### src/rtl/dual_lane_collector_if.sv
// Bundle between the two-lane pipeline, the collector and the merged-stream consumer.
// The slave view is the collector; the master view drives lane beats and m_ready.
interface dual_lane_collector_if #(
   parameter int DATA_W = 32,
   parameter int DEPTH  = 4
);

   localparam int LW = $clog2(DEPTH) + 1;

   logic [DATA_W-1:0] pipeline1_outputs;
   logic [DATA_W-1:0] pipeline2_outputs;
   logic [1:0]        out_valid;
   logic              flush_1;
   logic              flush_2;
   logic [DATA_W-1:0] m_data;
   logic              m_lane;
   logic              m_valid;
   logic              m_ready;
   logic [LW-1:0]     level1;
   logic [LW-1:0]     level2;
   logic [1:0]        overflow;

   modport master (
      output pipeline1_outputs,
      output pipeline2_outputs,
      output out_valid,
      output flush_1,
      output flush_2,
      output m_ready,
      input  m_data,
      input  m_lane,
      input  m_valid,
      input  level1,
      input  level2,
      input  overflow
   );

   modport slave (
      input  pipeline1_outputs,
      input  pipeline2_outputs,
      input  out_valid,
      input  flush_1,
      input  flush_2,
      input  m_ready,
      output m_data,
      output m_lane,
      output m_valid,
      output level1,
      output level2,
      output overflow
   );

endinterface

### src/rtl/dual_lane_collector.sv
// Receive end of the two-lane pipeline: one FIFO per lane, merged into a single
// valid/ready stream by a round-robin arbiter feeding a registered output stage.
// The producer cannot be stalled, so a beat arriving at a full lane is dropped
// and flagged in a sticky per-lane overflow bit.
//
// Arbiter state (rr_last):
//   state | meaning
//   LAST1 | lane 1 won the most recent grant; a tie next goes to lane 2
//   LAST2 | lane 2 won the most recent grant; a tie next goes to lane 1
module dual_lane_collector #(
   parameter int DATA_W = 32,
   parameter int DEPTH  = 4
) (
   input logic                  clk,
   input logic                  reset,
   dual_lane_collector_if.slave bus
);

   localparam int AW = $clog2(DEPTH);
   localparam int LW = AW + 1;

   typedef enum logic {
      LAST1 = 1'b0,
      LAST2 = 1'b1
   } rr_state_t;

   logic [DATA_W-1:0] mem1 [DEPTH];
   logic [DATA_W-1:0] mem2 [DEPTH];

   logic [AW-1:0]     wr1;
   logic [AW-1:0]     rd1;
   logic [AW-1:0]     wr2;
   logic [AW-1:0]     rd2;
   logic [LW-1:0]     lvl1;
   logic [LW-1:0]     lvl2;

   rr_state_t         rr_last;
   logic [DATA_W-1:0] m_data_r;
   logic              m_lane_r;
   logic              m_valid_r;
   logic [1:0]        ovf_r;

   logic              load;
   logic              ne1;
   logic              ne2;
   logic              grant1;
   logic              grant2;
   logic              push1;
   logic              push2;
   logic              drop1;
   logic              drop2;

   // Grant, push and drop decisions for the coming edge.
   // A lane being flushed is treated as empty so its pop is cancelled and the
   // other lane may still be served in the same cycle.
   always_comb begin
      load   = !m_valid_r || bus.m_ready;
      ne1    = (lvl1 != '0) && !bus.flush_1;
      ne2    = (lvl2 != '0) && !bus.flush_2;
      grant1 = 1'b0;
      grant2 = 1'b0;
      if (load) begin
         if (ne1 && ne2) begin
            grant1 = (rr_last == LAST2);
            grant2 = (rr_last == LAST1);
         end else begin
            grant1 = ne1;
            grant2 = ne2;
         end
      end
      push1 = bus.out_valid[0] && !bus.flush_1 && ((lvl1 != LW'(DEPTH)) || grant1);
      push2 = bus.out_valid[1] && !bus.flush_2 && ((lvl2 != LW'(DEPTH)) || grant2);
      drop1 = bus.out_valid[0] && !bus.flush_1 && !push1;
      drop2 = bus.out_valid[1] && !bus.flush_2 && !push2;
   end

   // Lane storage; no reset needed since occupancy is tracked by the levels.
   always_ff @(posedge clk) begin
      if (push1) begin
         mem1[wr1] <= bus.pipeline1_outputs;
      end
      if (push2) begin
         mem2[wr2] <= bus.pipeline2_outputs;
      end
   end

   // Pointers, levels, overflow flags, arbiter state and the output register.
   always_ff @(posedge clk) begin
      if (reset) begin
         wr1       <= '0;
         rd1       <= '0;
         wr2       <= '0;
         rd2       <= '0;
         lvl1      <= '0;
         lvl2      <= '0;
         ovf_r     <= '0;
         rr_last   <= LAST1;
         m_data_r  <= '0;
         m_lane_r  <= 1'b0;
         m_valid_r <= 1'b0;
      end else begin
         if (bus.flush_1) begin
            wr1  <= '0;
            rd1  <= '0;
            lvl1 <= '0;
         end else begin
            if (push1) begin
               wr1 <= wr1 + AW'(1);
            end
            if (grant1) begin
               rd1 <= rd1 + AW'(1);
            end
            case ({push1, grant1})
               2'b10:   lvl1 <= lvl1 + LW'(1);
               2'b01:   lvl1 <= lvl1 - LW'(1);
               default: lvl1 <= lvl1;
            endcase
         end

         if (bus.flush_2) begin
            wr2  <= '0;
            rd2  <= '0;
            lvl2 <= '0;
         end else begin
            if (push2) begin
               wr2 <= wr2 + AW'(1);
            end
            if (grant2) begin
               rd2 <= rd2 + AW'(1);
            end
            case ({push2, grant2})
               2'b10:   lvl2 <= lvl2 + LW'(1);
               2'b01:   lvl2 <= lvl2 - LW'(1);
               default: lvl2 <= lvl2;
            endcase
         end

         if (drop1) begin
            ovf_r[0] <= 1'b1;
         end
         if (drop2) begin
            ovf_r[1] <= 1'b1;
         end

         if (grant1) begin
            m_data_r  <= mem1[rd1];
            m_lane_r  <= 1'b0;
            m_valid_r <= 1'b1;
            rr_last   <= LAST1;
         end else if (grant2) begin
            m_data_r  <= mem2[rd2];
            m_lane_r  <= 1'b1;
            m_valid_r <= 1'b1;
            rr_last   <= LAST2;
         end else if (m_valid_r && bus.m_ready) begin
            m_valid_r <= 1'b0;
         end
      end
   end

   assign bus.m_data   = m_data_r;
   assign bus.m_lane   = m_lane_r;
   assign bus.m_valid  = m_valid_r;
   assign bus.level1   = lvl1;
   assign bus.level2   = lvl2;
   assign bus.overflow = ovf_r;

endmodule

### src/flat_wrapper.sv
// flat-port wrapper written by rule: the top's interface ports become plain ports
module dual_lane_collector_flat 
#(
   parameter int DATA_W = 32,
   parameter int DEPTH  = 4
)
  (clk, reset, bus_pipeline1_outputs, bus_pipeline2_outputs, bus_out_valid, bus_flush_1, bus_flush_2, bus_m_ready, bus_m_data, bus_m_lane, bus_m_valid, bus_level1, bus_level2, bus_overflow);
  dual_lane_collector_if #(.DATA_W(DATA_W), .DEPTH(DEPTH)) bus_i ();
  input logic clk;
  input logic reset;
  input wire logic [$bits(bus_i.pipeline1_outputs)-1:0] bus_pipeline1_outputs;
  input wire logic [$bits(bus_i.pipeline2_outputs)-1:0] bus_pipeline2_outputs;
  input wire logic [$bits(bus_i.out_valid)-1:0] bus_out_valid;
  input wire logic [$bits(bus_i.flush_1)-1:0] bus_flush_1;
  input wire logic [$bits(bus_i.flush_2)-1:0] bus_flush_2;
  input wire logic [$bits(bus_i.m_ready)-1:0] bus_m_ready;
  output wire logic [$bits(bus_i.m_data)-1:0] bus_m_data;
  output wire logic [$bits(bus_i.m_lane)-1:0] bus_m_lane;
  output wire logic [$bits(bus_i.m_valid)-1:0] bus_m_valid;
  output wire logic [$bits(bus_i.level1)-1:0] bus_level1;
  output wire logic [$bits(bus_i.level2)-1:0] bus_level2;
  output wire logic [$bits(bus_i.overflow)-1:0] bus_overflow;
  assign bus_i.pipeline1_outputs = bus_pipeline1_outputs;
  assign bus_i.pipeline2_outputs = bus_pipeline2_outputs;
  assign bus_i.out_valid = bus_out_valid;
  assign bus_i.flush_1 = bus_flush_1;
  assign bus_i.flush_2 = bus_flush_2;
  assign bus_i.m_ready = bus_m_ready;
  assign bus_m_data = bus_i.m_data;
  assign bus_m_lane = bus_i.m_lane;
  assign bus_m_valid = bus_i.m_valid;
  assign bus_level1 = bus_i.level1;
  assign bus_level2 = bus_i.level2;
  assign bus_overflow = bus_i.overflow;
  dual_lane_collector #(.DATA_W(DATA_W), .DEPTH(DEPTH)) u_core (.clk(clk), .reset(reset), .bus(bus_i));
endmodule
### config.mk
export PLATFORM = sky130hd
export DESIGN_NAME = dual_lane_collector_flat
export DESIGN_NICKNAME = d
export VERILOG_FILES = /design/src/rtl/dual_lane_collector_if.sv /design/src/rtl/dual_lane_collector.sv /design/src/flat_wrapper.sv
export SDC_FILE = /design/constraint.sdc
export NUM_CORES = 1
export LEC_CHECK = 0
export BUFFER_PORTS_ARGS = -buffer_cell sky130_fd_sc_hd__buf_2
export CAP_MARGIN = 20
export CORE_MARGIN = 3
export CORE_UTILIZATION = 59
export CTS_CLUSTER_DIAMETER = 150
export DETAILED_ROUTE_END_ITERATION = 10
export PLACE_DENSITY = 0.79
export SLEW_MARGIN = 15
export SYNTH_ARGS = -nofsm -noshare
export SYNTH_HDL_FRONTEND = slang
export SYNTH_SLANG_ARGS = --single-unit
### constraint.sdc
create_clock -name clk -period 3.4 [get_ports clk]
set_clock_uncertainty 0.05 [all_clocks]
set_input_delay 0.34 -clock clk [delete_from_list [all_inputs] [get_ports clk]]
set_output_delay 0.34 -clock clk [all_outputs]
set_load 0.005 [all_outputs]
==> qor.txt <==
Max Clock Freq: 362 MHz
Synth warnings: 0
Clk sink count: 310
Slowest-stage cell, CP: dfxtp_1
Diodes inserted: 0
Worst EP arrival: 3160 ps
Peak VDD IR: 0.411 mV
Critical Path End Type: flip-flop
Area Overhead vs Synth: 20.0%
Min cycle time layout: 2760 ps
Post-synthesis sequential area ratio: 0.735
Worst slew margin: 0.369
Placed cell areas: 0.0128 mm2
RSZ-0062 raised after global routing: false
Synth top area share: 0.644
Gr usage total: 0.229
Largest net degree at the start of global routing: 66
Worst hold-check path type: in -> reg
Htree depth: 1
Status: finished, final reports clean
Initial Utilization: 0.607
Synthesized area: 0.0119 mm2
# rows: 51
Final hold vios: 0
Final setup vio count: 0
Pwr Total: 7.76 mW
Total gr overflow: 0
Leading area contributor after synthesis: edfxtp_1
Root Buffer: clkbuf_16
Die area: 0.0220 mm2
Slew Limit Fails: 0
Initial antenna violation count: 0
Syn nets: 693
Combinational power share: 0.059
Core area: 0.0197 mm2
Switch share: 0.203
Vias/cell: 5.90
Drt pass-1 iters: 5
Final Net Count: 884
DPL Wire Length: 14700 um
Syn Inst Count: 610
Setup TNS: 0 ps
CP max FO: 4
Seq cells post-synth: 310
Clock power frac: 0.397
Crit-path cells: nor3_2 -> or3_4 -> a21boi_1 -> nor2_1 -> inv_1 -> ha_1 -> inv_1 -> fa_1 -> xor2_1 -> or3_1 -> a21oi_1
Remaining DRCs: 0
Pwr Density: 542 mW/mm2
Most common cell on crit path: inv_1
Fin util: 0.729
Share of cells above drive strength 1: 0.341
CTS Buf Count: 29
Power Internal: 6.18 mW
Io pins: 113
Crit path largest cell delay: 400 ps
Final GP Congestion: 0.790
Detailed Route Iter0 Violations: 537
Vias: 6409
Longest Clk Path Bufs: 3
CTS tree: done
Startpoint class of the critical path: flip-flop
WL/cell: 22.9 um
PortBufs: 112
Worst-path clk slew: 60 ps
Switch Pwr: 1.58 mW
Syn avg cell area: 19.6 um2
Synth cell types: 34
Synth top area cells: edfxtp_1 64%, mux4_2 12%, dfxtp_1 9.1%
Die extent in x: 148 um
Part of the power in registers: 0.545
Antenna-violating nets left: 0
Critical path class: reg -> reg
Vias in the first global route: 6797
MaxCap Viol Count: 0
Slew at the pin with the worst max-slew slack: 947 ps
Worst skew pair latency: 530 ps
Post_cts resized: 0
First-pass GRT wire length: 38400 um
Final period utilization: 0.813
Post-route design area: 0.0143 mm2
Leak: 5.06 nW
Die height: 148 um
Worst endpoint required time: 3800 ps
WL final: 24900 um
[routing by layer]
layer | share of wire | wire [um] | vias up | track usage
met5 | 0 | 0 | - | 0
met4 | 0.028 | 688 | 0 | 0.0730
met3 | 0.053 | 1320 | 62 | 0.0317
met2 | 0.52 | 13000 | 247 | 0.399
met1 | 0.40 | 9950 | 3292 | 0.305
li1 | - | - | 2808 | -
[cell usage in the layout, fill, tap and decap left out, types with 4 or more instances in the layout]
master,instances
clkbuf_8,6
buf_4,13
buf_2,112
o21ai_0,6
clkbuf_1,10
dfxtp_1,50
inv_1,13
a21oi_1,10
a211oi_2,28
xor2_1,8
dfxtp_2,4
and3_2,8
a211oi_1,4
nand3_1,6
mux4_2,64
nor2_1,51
clkbuf_16,29
ha_1,10
edfxtp_1,256
mux2i_1,32
dlygate4sd3_1,64
[flip-flops by register name, summed over array words and instances, names as in the netlist, named ones only]
| signal | count |
|---|---|
| u_core.mem1 | 128 |
| u_core.rd1 | 2 |
| u_core.bus.m_data | 32 |
| u_core.rd2 | 2 |
| u_core.bus.overflow | 2 |
| u_core.mem2 | 128 |
| u_core.wr2 | 2 |
| u_core.bus.level1 | 3 |
| u_core.bus.m_lane | 1 |
| u_core.bus.level2 | 3 |
| u_core.wr1 | 2 |
| u_core.bus.m_valid | 1 |
[Yosys cell counts, drive strengths merged]
cell type	count
dfxtp	54
xor2	8
or3b	1
edfxtp	256
nand2b	3
clkbuf	11
or2	2
fa	2
or3	4
nor2	51
inv	14
nand2	2
nor3	6
a21oi	10
a21bo	1
nor2b	3
mux4	64
a211oi	32
mux2i	32
a21boi	2
buf	19
and3	10
o21ai	7
nand3	6
ha	10
[kinds of logic (layout without fill, tap and decap cells)]
family | after synthesis | in the layout | share of synthesized area
DFF | 310 | 310 | 0.735
muxes | 96 | 96 | 0.148
and+or+nand+nor | 88 | 88 | 0.0363
AOI/OAI and AO/OA | 52 | 52 | 0.0411
buffers and inverters | 44 | 256 | 0.0204
adders and majority gates | 12 | 12 | 0.0138
xor gates and xnor gates | 8 | 8 | 0.00587
[through the flow]
stage	std cells	setup WS, ps	hold slack (ps)
final	1087	637	125
after global placement	971	810	422
after global routing	1087	490	116
after CTS	1087	657	94.7
after floorplan	610	920	389
after detailed placement	971	692	413
[timing repair]
action	4_1_cts	5_1_grt
hold buffers	64	0
endpoints found under the hold margin	254	0
setup buffers	0	0
[worst max-delay path: cells and delay by family (launching register included)]
family | cells | cell delay (ps)
compound gates | 2 | 500
simple gates | 4 | 910
fa+ha+maj | 2 | 550
flops | 1 | 400
xor+xnor | 1 | 160
buf+inv | 2 | 130
[worst paths after layout]
path                                             start                endpoint  slack, ps  cells past startpoint
worst max-delay path              u_core.bus.level2[0]    u_core.bus.level1[2]        640                     11
worst min-delay path                       bus_m_ready      u_core.bus.m_valid        130                      4
worst max register to register    u_core.bus.level2[0]    u_core.bus.level1[2]        640                     11
worst min register to register  u_core.bus.overflow[1]  u_core.bus.overflow[1]        420                      2
[cell type report]
cell class / count / area, um2
Clock buffer: 45 / 846
Clock inverter: 7 / 61.3
Fill cell: 1184 / 5330
Inverter: 14 / 52.6
Multi-Input combinational cell: 256 / 2940
Sequential cell: 310 / 8770
Tap cell: 265 / 332
Timing Repair Buffer: 190 / 1320
[power by group through the flow]
stage	Combinational (mW)	Clock [mW]	Sequential [mW]
finish	0.455	3.08	4.23
global route	0.493	3.28	4.23
CTS	0.455	3.13	4.23
detailed placement	0.391	0	4.31
global placement	0.374	0	4.30
floorplan	0.229	0	4.30
Power figures use the tool's default switching activity.
